### config.mk
export PLATFORM = sky130hd
export DESIGN_NAME = pc_source_ctrl
export DESIGN_NICKNAME = d
export VERILOG_FILES = /design/src/rtl/pc_source_ctrl.sv
export SDC_FILE = /design/constraint.sdc
export NUM_CORES = 1
export LEC_CHECK = 0
export BUFFER_PORTS_ARGS = -buffer_cell sky130_fd_sc_hd__buf_2
export CAP_MARGIN = 30
export CORE_AREA = 2 2 40 42
export CTS_CLUSTER_SIZE = 10
export DETAILED_ROUTE_END_ITERATION = 6
export DIE_AREA = 0 0 42 44
export PLACE_DENSITY = 0.75
export SLEW_MARGIN = 10
export SYNTH_ARGS = -nofsm -noshare
export SYNTH_HDL_FRONTEND = slang
export SYNTH_SLANG_ARGS = --single-unit
export TNS_END_PERCENT = 100
### constraint.sdc
create_clock -name clk -period 0.8 [get_ports clk]
set_input_delay 0.04 -clock clk [delete_from_list [all_inputs] [get_ports clk]]
set_output_delay 0.04 -clock clk [all_outputs]
set_load 0.02 [all_outputs]
### src/rtl/pc_source_ctrl.sv
// PC-source mux sequencer: resolves PC update requests and drives the mux selector and PC/EPC write enables.
// Exception handling (EPC save, vector fetch, handler load) is present only when PCSRC_EXC_EN is defined.
module pc_source_ctrl #(
    parameter int unsigned MEM_LAT    = 1,
    parameter logic [7:0]  VEC_OPCODE = 8'd253,
    parameter logic [7:0]  VEC_OVF    = 8'd254,
    parameter logic [7:0]  VEC_DIV0   = 8'd255
) (
    input  logic        clk,
    input  logic        reset,
    input  logic        req_inc,
    input  logic        req_branch,
    input  logic        br_cond,
    input  logic        req_jump,
    input  logic        req_jr,
    input  logic        req_rte,
    input  logic        exc_opcode,
    input  logic        exc_ovf,
    input  logic        exc_div0,
    output logic [2:0]  pc_source,
    output logic        pc_write,
    output logic        epc_write,
    output logic [31:0] vec_addr,
    output logic        vec_sel,
    output logic [1:0]  exc_cause,
    output logic        busy
);

    logic        win_valid;
    logic [2:0]  win_src;
    logic [2:0]  pc_source_nxt;
    logic        pc_write_nxt;
    logic        epc_write_nxt;
    logic [31:0] vec_addr_nxt;
    logic        vec_sel_nxt;
    logic [1:0]  exc_cause_nxt;
    logic        busy_nxt;

    // Non-exception priority: a false branch still wins and suppresses lower requests.
    always_comb begin
        win_valid = 1'b0;
        win_src   = 3'd0;
        if (req_rte) begin
            win_valid = 1'b1;
            win_src   = 3'd4;
        end else if (req_jr) begin
            win_valid = 1'b1;
            win_src   = 3'd3;
        end else if (req_jump) begin
            win_valid = 1'b1;
            win_src   = 3'd2;
        end else if (req_branch) begin
            win_valid = br_cond;
            win_src   = br_cond ? 3'd1 : 3'd0;
        end else if (req_inc) begin
            win_valid = 1'b1;
            win_src   = 3'd0;
        end else begin
            win_valid = 1'b0;
            win_src   = 3'd0;
        end
    end

`ifdef PCSRC_EXC_EN
    typedef enum logic [1:0] {
        IDLE     = 2'd0,
        EXC_SAVE = 2'd1,
        EXC_WAIT = 2'd2,
        EXC_LOAD = 2'd3
    } state_t;

    localparam logic [2:0] LAT = MEM_LAT[2:0];

    state_t     state_r;
    state_t     next_state;
    logic [2:0] cnt_r;
    logic       exc_any;
    logic [1:0] exc_code;
    logic [7:0] exc_vec;

    assign exc_any = exc_opcode | exc_ovf | exc_div0;

    // Exception cause and vector selection by fixed priority
    always_comb begin
        if (exc_opcode) begin
            exc_code = 2'd1;
            exc_vec  = VEC_OPCODE;
        end else if (exc_ovf) begin
            exc_code = 2'd2;
            exc_vec  = VEC_OVF;
        end else if (exc_div0) begin
            exc_code = 2'd3;
            exc_vec  = VEC_DIV0;
        end else begin
            exc_code = 2'd0;
            exc_vec  = 8'd0;
        end
    end

    // State register and memory-latency counter
    always_ff @(posedge clk) begin
        if (reset) begin
            state_r <= IDLE;
            cnt_r   <= 3'd0;
        end else begin
            state_r <= next_state;
            if (state_r == EXC_SAVE) begin
                cnt_r <= LAT;
            end else if (state_r == EXC_WAIT) begin
                cnt_r <= cnt_r - 3'd1;
            end else begin
                cnt_r <= cnt_r;
            end
        end
    end

    // Next-state logic
    always_comb begin
        next_state = state_r;
        case (state_r)
            IDLE:     next_state = exc_any ? EXC_SAVE : IDLE;
            EXC_SAVE: next_state = EXC_WAIT;
            EXC_WAIT: next_state = (cnt_r == 3'd1) ? EXC_LOAD : EXC_WAIT;
            EXC_LOAD: next_state = IDLE;
            default:  next_state = IDLE;
        endcase
    end

    // Output values for the next cycle; cause and vector hold until the next exception
    always_comb begin
        pc_source_nxt = 3'd0;
        pc_write_nxt  = 1'b0;
        epc_write_nxt = 1'b0;
        vec_sel_nxt   = 1'b0;
        busy_nxt      = 1'b0;
        vec_addr_nxt  = vec_addr;
        exc_cause_nxt = exc_cause;
        case (state_r)
            IDLE: begin
                if (exc_any) begin
                    epc_write_nxt = 1'b1;
                    vec_sel_nxt   = 1'b1;
                    busy_nxt      = 1'b1;
                    vec_addr_nxt  = {24'd0, exc_vec};
                    exc_cause_nxt = exc_code;
                end else begin
                    pc_write_nxt  = win_valid;
                    pc_source_nxt = win_src;
                end
            end
            EXC_SAVE: begin
                vec_sel_nxt = 1'b1;
                busy_nxt    = 1'b1;
            end
            EXC_WAIT: begin
                vec_sel_nxt = 1'b1;
                busy_nxt    = 1'b1;
                if (cnt_r == 3'd1) begin
                    pc_source_nxt = 3'd5;
                    pc_write_nxt  = 1'b1;
                end else begin
                    pc_source_nxt = 3'd0;
                    pc_write_nxt  = 1'b0;
                end
            end
            EXC_LOAD: begin
                pc_write_nxt = 1'b0;
            end
            default: begin
                pc_write_nxt = 1'b0;
            end
        endcase
    end
`else
    logic unused_ok;
    assign unused_ok = &{1'b0, exc_opcode, exc_ovf, exc_div0, MEM_LAT, VEC_OPCODE, VEC_OVF, VEC_DIV0};

    // Without exceptions the block is a single-state request decoder
    always_comb begin
        pc_write_nxt  = win_valid;
        pc_source_nxt = win_src;
        epc_write_nxt = 1'b0;
        vec_sel_nxt   = 1'b0;
        busy_nxt      = 1'b0;
        vec_addr_nxt  = 32'd0;
        exc_cause_nxt = 2'd0;
    end
`endif

    // Output registers
    always_ff @(posedge clk) begin
        if (reset) begin
            pc_source <= 3'd0;
            pc_write  <= 1'b0;
            epc_write <= 1'b0;
            vec_addr  <= 32'd0;
            vec_sel   <= 1'b0;
            exc_cause <= 2'd0;
            busy      <= 1'b0;
        end else begin
            pc_source <= pc_source_nxt;
            pc_write  <= pc_write_nxt;
            epc_write <= epc_write_nxt;
            vec_addr  <= vec_addr_nxt;
            vec_sel   <= vec_sel_nxt;
            exc_cause <= exc_cause_nxt;
            busy      <= busy_nxt;
        end
    end

endmodule

# After elaboration in Yosys (flattened, before gate mapping)
# Cells that the tools add are included.
[totals]
ramBits = 0
regBits = 4
output_inout_bits = 41
memories = 0
rom_bits = 0
inputBits = 11
latch_bits = 0
word_cells = 14
[op_classes]
n_lt_le_gt_ge = 0
shift = 0
n_eq_ne = 0
n_addsub = 0
n_bitwise = 0
mux = 10
n_reduce_logical = 1
div = 0
multipliers = 0
[ops]
columns = ["operator", "count"]
rows = [
  ["1-bit two-way mux", 7],
  ["2-bit two-way mux", 2],
  ["3-bit two-way mux", 1],
  ["2-bit OR reduction", 1],
]

# Logic depth before layout (Yosys ltp)
# Gate-level depths: netlist of run 1.
[logic_depth]
depth_word = 5
mapped_depth = 2
depth_no_buf = 2

# Worst setup path after synthesis of run 1
# OpenSTA, ideal clock, no wires.
[synth_path]
path_type = "input-to-reg"
startpoint = "input req_jump"
endpoint = "register pc_source[0]"
t_required_ns = 0.721
slack_ns = 0.344
path_buffers = 0
setup_time_ns = 0.079
arrival_ns = 0.377
stages = 2
cell_sequence = "nand3b_1 > a211oi_2"
[synth_between]
elab_chain_len = 2
[synth_lines]
columns = ["element", "line", "text"]
rows = [
  ["start: declaration", "14", "input logic req_jump,"],
  ["2-bit two-way mux", "49", "end else if (req_jump) begin"],
  ["2-bit two-way mux", "46", "end else if (req_jr) begin"],
  ["end signal: assignment", "201", "pc_source <= pc_source_nxt;"],
  ["end: declaration", "20", "output logic [2:0] pc_source,"],
]
# No other way between the ends.
# A chain may end at the register's enable or synchronous reset.

# Final worst setup path of run 1
[layout_path]
startpoint = "register pc_source[1]"
endpoint = "output pc_source[1]"
# No word-level cell between the ends.

==> results of run 1 <==
## cell type report
type	instances	area, sq um	area share
Timing Repair Buffer	11	55.1	0.147
Clock buffer	3	22.5	0.0600
Multi-Input combinational cell	45	194	0.517
Sequential cell	4	80.1	0.213
Tap cell	16	20.0	0.0533
Inverter	1	3.75	0.0100
## worst paths after layout
path	start	cells after the start	endpoint
setup / recovery	pc_source[1]$_SDFF_PP0_	1	pc_source[1]
hold / removal	reset	2	pc_source[0]$_SDFF_PP0_
## cell usage after synthesis
cell type,count,area [sq um]
mux2i_1,1,10.0
nor3_1,2,10.0
dfxtp_1,4,80.1
inv_1,1,3.75
nand3b_1,1,7.51
a211oi_2,1,12.5
conb_1,1,3.75
a21oi_1,1,5.00
buf_4,37,278
nor2b_1,1,6.26
nor2_1,1,3.75
## logic make-up after synthesis
logic type             Yosys count
buffers and inverters           38
other                            1
DFF                              4
and+or+nand+nor                  5
muxes                            1
AOI/OAI and AO/OA                2
## power by group through the flow
| stage | Sequential [uW] | Clock [uW] | Combinational (uW) |
|---|---|---|---|
| detailed placement | 217 | 0 | 217 |
| floorplan | 232 | 0 | 304 |
| global route | 215 | 272 | 235 |
| global placement | 216 | 0 | 215 |
| finish | 214 | 246 | 221 |
| CTS | 214 | 265 | 217 |
## stage by stage
stage	util	power (uW)	area (sq um)	instances
floorplan	-	536	556	87
global placement	0.249	432	353	77
detailed placement	0.249	434	353	77
CTS	0.265	696	375	80
global route	0.265	721	375	80
finish	0.265	680	375	80
## flip-flops by register name, indices dropped and copies added, names as in the netlist
signal,cells
pc_write,1
pc_source,3
## routing by layer
metal | GRT usage | routed length [um] | vias to the layer above
li1 | - | - | 111
met1 | 0.0199 | 94 | 99
met2 | 0.0813 | 296 | 25
met3 | 0.0333 | 120 | 0
met4 | 0.0968 | 0 | 0
met5 | 0 | 0 | -
==> flow_summary.toml, run 1 <==
[setup_path]
crit_fanout = 1
slowest_stage = "dfxtp_1"
setup.worst_path.class = "reg -> out"
cp_slowest_stage_delay_ns = 0.30
start_kind = "register"
worstPathCellList = "buf_2"
worstSetupEndpointType = "primary output"
critical_path.top_delay_family = "flip-flops"
critPathRequiredTime_ns = 0.76
worst-path-buf-inv = 1
arrival_ns = 0.69

[logic_synthesis]
syn_avg_cell_area_sq_um = 8.24
ys_ff_latch = 4
synthesis.area_sq_um = 420
synth-adder-area-share = 0
seq_area_frac_synth = 0.190
synth-simple-area-share = 0.0655
ys_warn_count = 0
synth_top_family_by_area = "buffers and inverters"
synth.distinct_cells = 11
synth_mux_area_frac = 0.0238
synthCells = 51
synthXorXnorAreaFrac = 0
synth_compound_area_frac = 0.0417

[power_and_ir_drop]
pwr-share-clk = 0.361
irDropWorstVdd_mv = 0.292
p_sw_uw = 271
switching_share = 0.399
p_comb_frac = 0.325
p_leak_uw = 0.000236
p_int_uw = 409
p_per_area_nw_per_um2 = 1810
pwr-share-seq = 0.314

[timing]
whs_ns = 0.0186
hold_viol_final = 0
grt_setup_unrepaired = "no"
min_period_ns = 0.729
fin_ws_ns = 0.0708
timing.fmax_mhz = 1370
tns_ns = 0
setup_viol = 0
slew_viol_final = 0
period_share = 0.911

[run]
cap_violations = 0

[placed_design]
hpwl_um = 456
gp_congestion = 0.671
post-place-ws_ns = 0.156
io_buffers = 11

[clock_network]
cts_buffers = 3
cts_setup_buffers = 0
clkTransAtPathRegs_ns = 0.04
clock-root-buffer = "clkbuf_4"
holdBufCountCts = 0
cts_tree = "built"
cts.sink_count = 4
clock_path_buffers = 2
ctsResizeCount = 0
htree_levels = 1

[cells_and_area]
fill_cells = 170
area_growth_pct = -10.7
drive_gt1_frac = 0.234
fin_nets = 77
layout_common_cells = "37 x conb_1, 11 x buf_2, 4 x dfxtp_1"
diodes = 0
mostFrequentLayoutCell = "conb_1"

[grt]
grt_util_all_layers = 0.0495
grt.overflow.total = 0
grt_max_degree = 5
grt_pass1_wl_um = 558
antenna_found_initial = 0
grt_pass1_vias = 157

[floorplan]
rows = 14
die_y_um = 44
die_x_um = 42
ios = 52
dieArea_sq_um = 1850
start_util = 0.296
design.core.area_sq_um = 1420

[route]
postRouteWirelength_um = 512
dr.pass1.iters = 2
drt_iter0_drc = 2
post_drt_via_cell_ratio = 2.94
route.detailed.drc = 0
routedWlPerCell_um = 6.40
ant_nets = 0
vias = 235

[run_status]
status = "complete, no violations"

[min_path]
hold_path.class = "in -> reg"
(Power assumes the default switching activity.)
==> run 2: changes to the inputs <==
--- a/config.mk
+++ b/config.mk
@@ -7,11 +7,11 @@
 export LEC_CHECK = 0
 export BUFFER_PORTS_ARGS = -buffer_cell sky130_fd_sc_hd__buf_2
 export CAP_MARGIN = 30
-export CORE_AREA = 2 2 40 42
+export CORE_AREA = 2 2 39 41
 export CTS_CLUSTER_SIZE = 10
 export DETAILED_ROUTE_END_ITERATION = 6
-export DIE_AREA = 0 0 42 44
-export PLACE_DENSITY = 0.75
+export DIE_AREA = 0 0 41 43
+export PLACE_DENSITY = 0.79
 export SLEW_MARGIN = 10
 export SYNTH_ARGS = -nofsm -noshare
 export SYNTH_HDL_FRONTEND = slang
==> constraint.sdc (replaced) <==
create_clock -name clk -period 0.9 [get_ports clk]
set_input_delay 0.045 -clock clk [delete_from_list [all_inputs] [get_ports clk]]
set_output_delay 0.045 -clock clk [all_outputs]
set_load 0.02 [all_outputs]
==> run 2 against run 1 <==
Against the previous run:
- critical path depth did not move
- first-iteration DRC count fell by 100%
- setup slack improved by 0.11 ns
- sequential power fell by 11%
==> flow_summary.toml, run 2 (same netlist as run 1, synthesis figures left out) <==
[clock_network]
cts_buffers = 3
cts.sink_count = 4
clkTransAtPathRegs_ns = 0.03
cts_setup_buffers = 0
ctsResizeCount = 0
holdBufCountCts = 0
clock-root-buffer = "clkbuf_4"
htree_levels = 1
cts_tree = "built"
clock_path_buffers = 2

[setup_path]
arrival_ns = 0.68
crit_fanout = 1
worstSetupEndpointType = "primary output"
slowest_stage = "dfxtp_1"
start_kind = "register"
cp_slowest_stage_delay_ns = 0.30
worst-path-buf-inv = 1
crit_start = "pc_source[0]$_SDFF_PP0_"
critical_path.top_delay_family = "flip-flops"
worstPathCellList = "buf_2"
setup.worst_path.class = "reg -> out"
critPathRequiredTime_ns = 0.85

[grt]
grt_max_degree = 5
grt_pass1_wl_um = 414
grt_util_all_layers = 0.0390
antenna_found_initial = 0
grt_pass1_vias = 135
grt.overflow.total = 0

[run_status]
status = "complete, no violations"

[route]
routedWlPerCell_um = 6.03
post_drt_via_cell_ratio = 2.96
postRouteWirelength_um = 482
drt_iter0_drc = 0
dr.pass1.iters = 1
route.detailed.drc = 0
vias = 237
ant_nets = 0

[power_and_ir_drop]
p_per_area_nw_per_um2 = 1600
irDropWorstVdd_mv = 0.267
p_total_uw = 599
p_leak_uw = 0.000236

[timing]
slew_viol_final = 0
period_share = 0.803
hold_viol_final = 0
setup_viol = 0
grt_setup_unrepaired = "no"
timing.fmax_mhz = 1380
min_period_ns = 0.723
tns_ns = 0
whs_ns = 0.0226

[cells_and_area]
mostFrequentLayoutCell = "conb_1"
fin_nets = 77
stdcell_count = 80
largest_reg_flops = 3
regMostFlops = "pc_source"
area_growth_pct = -10.7
layout_common_cells = "37 x conb_1, 11 x buf_2, 4 x dfxtp_1"
diodes = 0
reg_top3 = "pc_source: 3 flops, pc_write: 1 flops"
drive_gt1_frac = 0.234

[placed_design]
place_inst = 77
hpwl_um = 425
gp_congestion = 0.509
io_buffers = 11

[floorplan]
rows = 14
design.core.area_sq_um = 1380
dieArea_sq_um = 1760
start_util = 0.304
die_y_um = 43
ios = 52
die_x_um = 41

[min_path]
hold_path.class = "in -> reg"
hold_start = "reset"

[run]
cap_violations = 0
-- run 2: per-layer routing --
metal / share of wire / global-route usage / wire length (um)
met3: 0.23 / 0.0314 / 110
met2: 0.53 / 0.0719 / 254
met1: 0.24 / 0.0127 / 117
met4: 0 / 0.0400 / 0
met5: 0 / 0 / 0
-- run 2: cell type report --
| cell class | count | area, sq um |
|---|---|---|
| repair buffers | 11 | 55.1 |
| inverters | 1 | 3.75 |
| flip-flops and latches | 4 | 80.1 |
| clock buffers | 3 | 22.5 |
| well taps | 16 | 20.0 |
| fillers | 175 | 1010 |
| multi-input cells | 45 | 194 |
-- run 2: where the power goes --
| group | total, uW | internal [uW] | switching [uW] |
|---|---|---|---|
| clock | 214 | 149 | 65.0 |
| sequential | 190 | 188 | 1.76 |
| combinational | 196 | 26.2 | 170 |
| total | 599 | 363 | 236 |
-- run 2: worst paths after layout --
| path | end | slack, ns | depth (start not counted) |
|---|---|---|---|
| setup / recovery | pc_source[0] | 0.18 | 1 |
| hold / removal | pc_source[0]$_SDFF_PP0_ | 0.02 | 2 |
-- run 2: metrics by stage --
stage / setup slack, ns / utilization / instance area [sq um]
2_1_floorplan: 0.439 / - / 556
3_3_place_gp: 0.292 / 0.255 / 353
3_5_place_dp: 0.269 / 0.255 / 353
4_1_cts: 0.161 / 0.271 / 375
5_1_grt: 0.125 / 0.271 / 375
6_report: 0.177 / 0.271 / 375
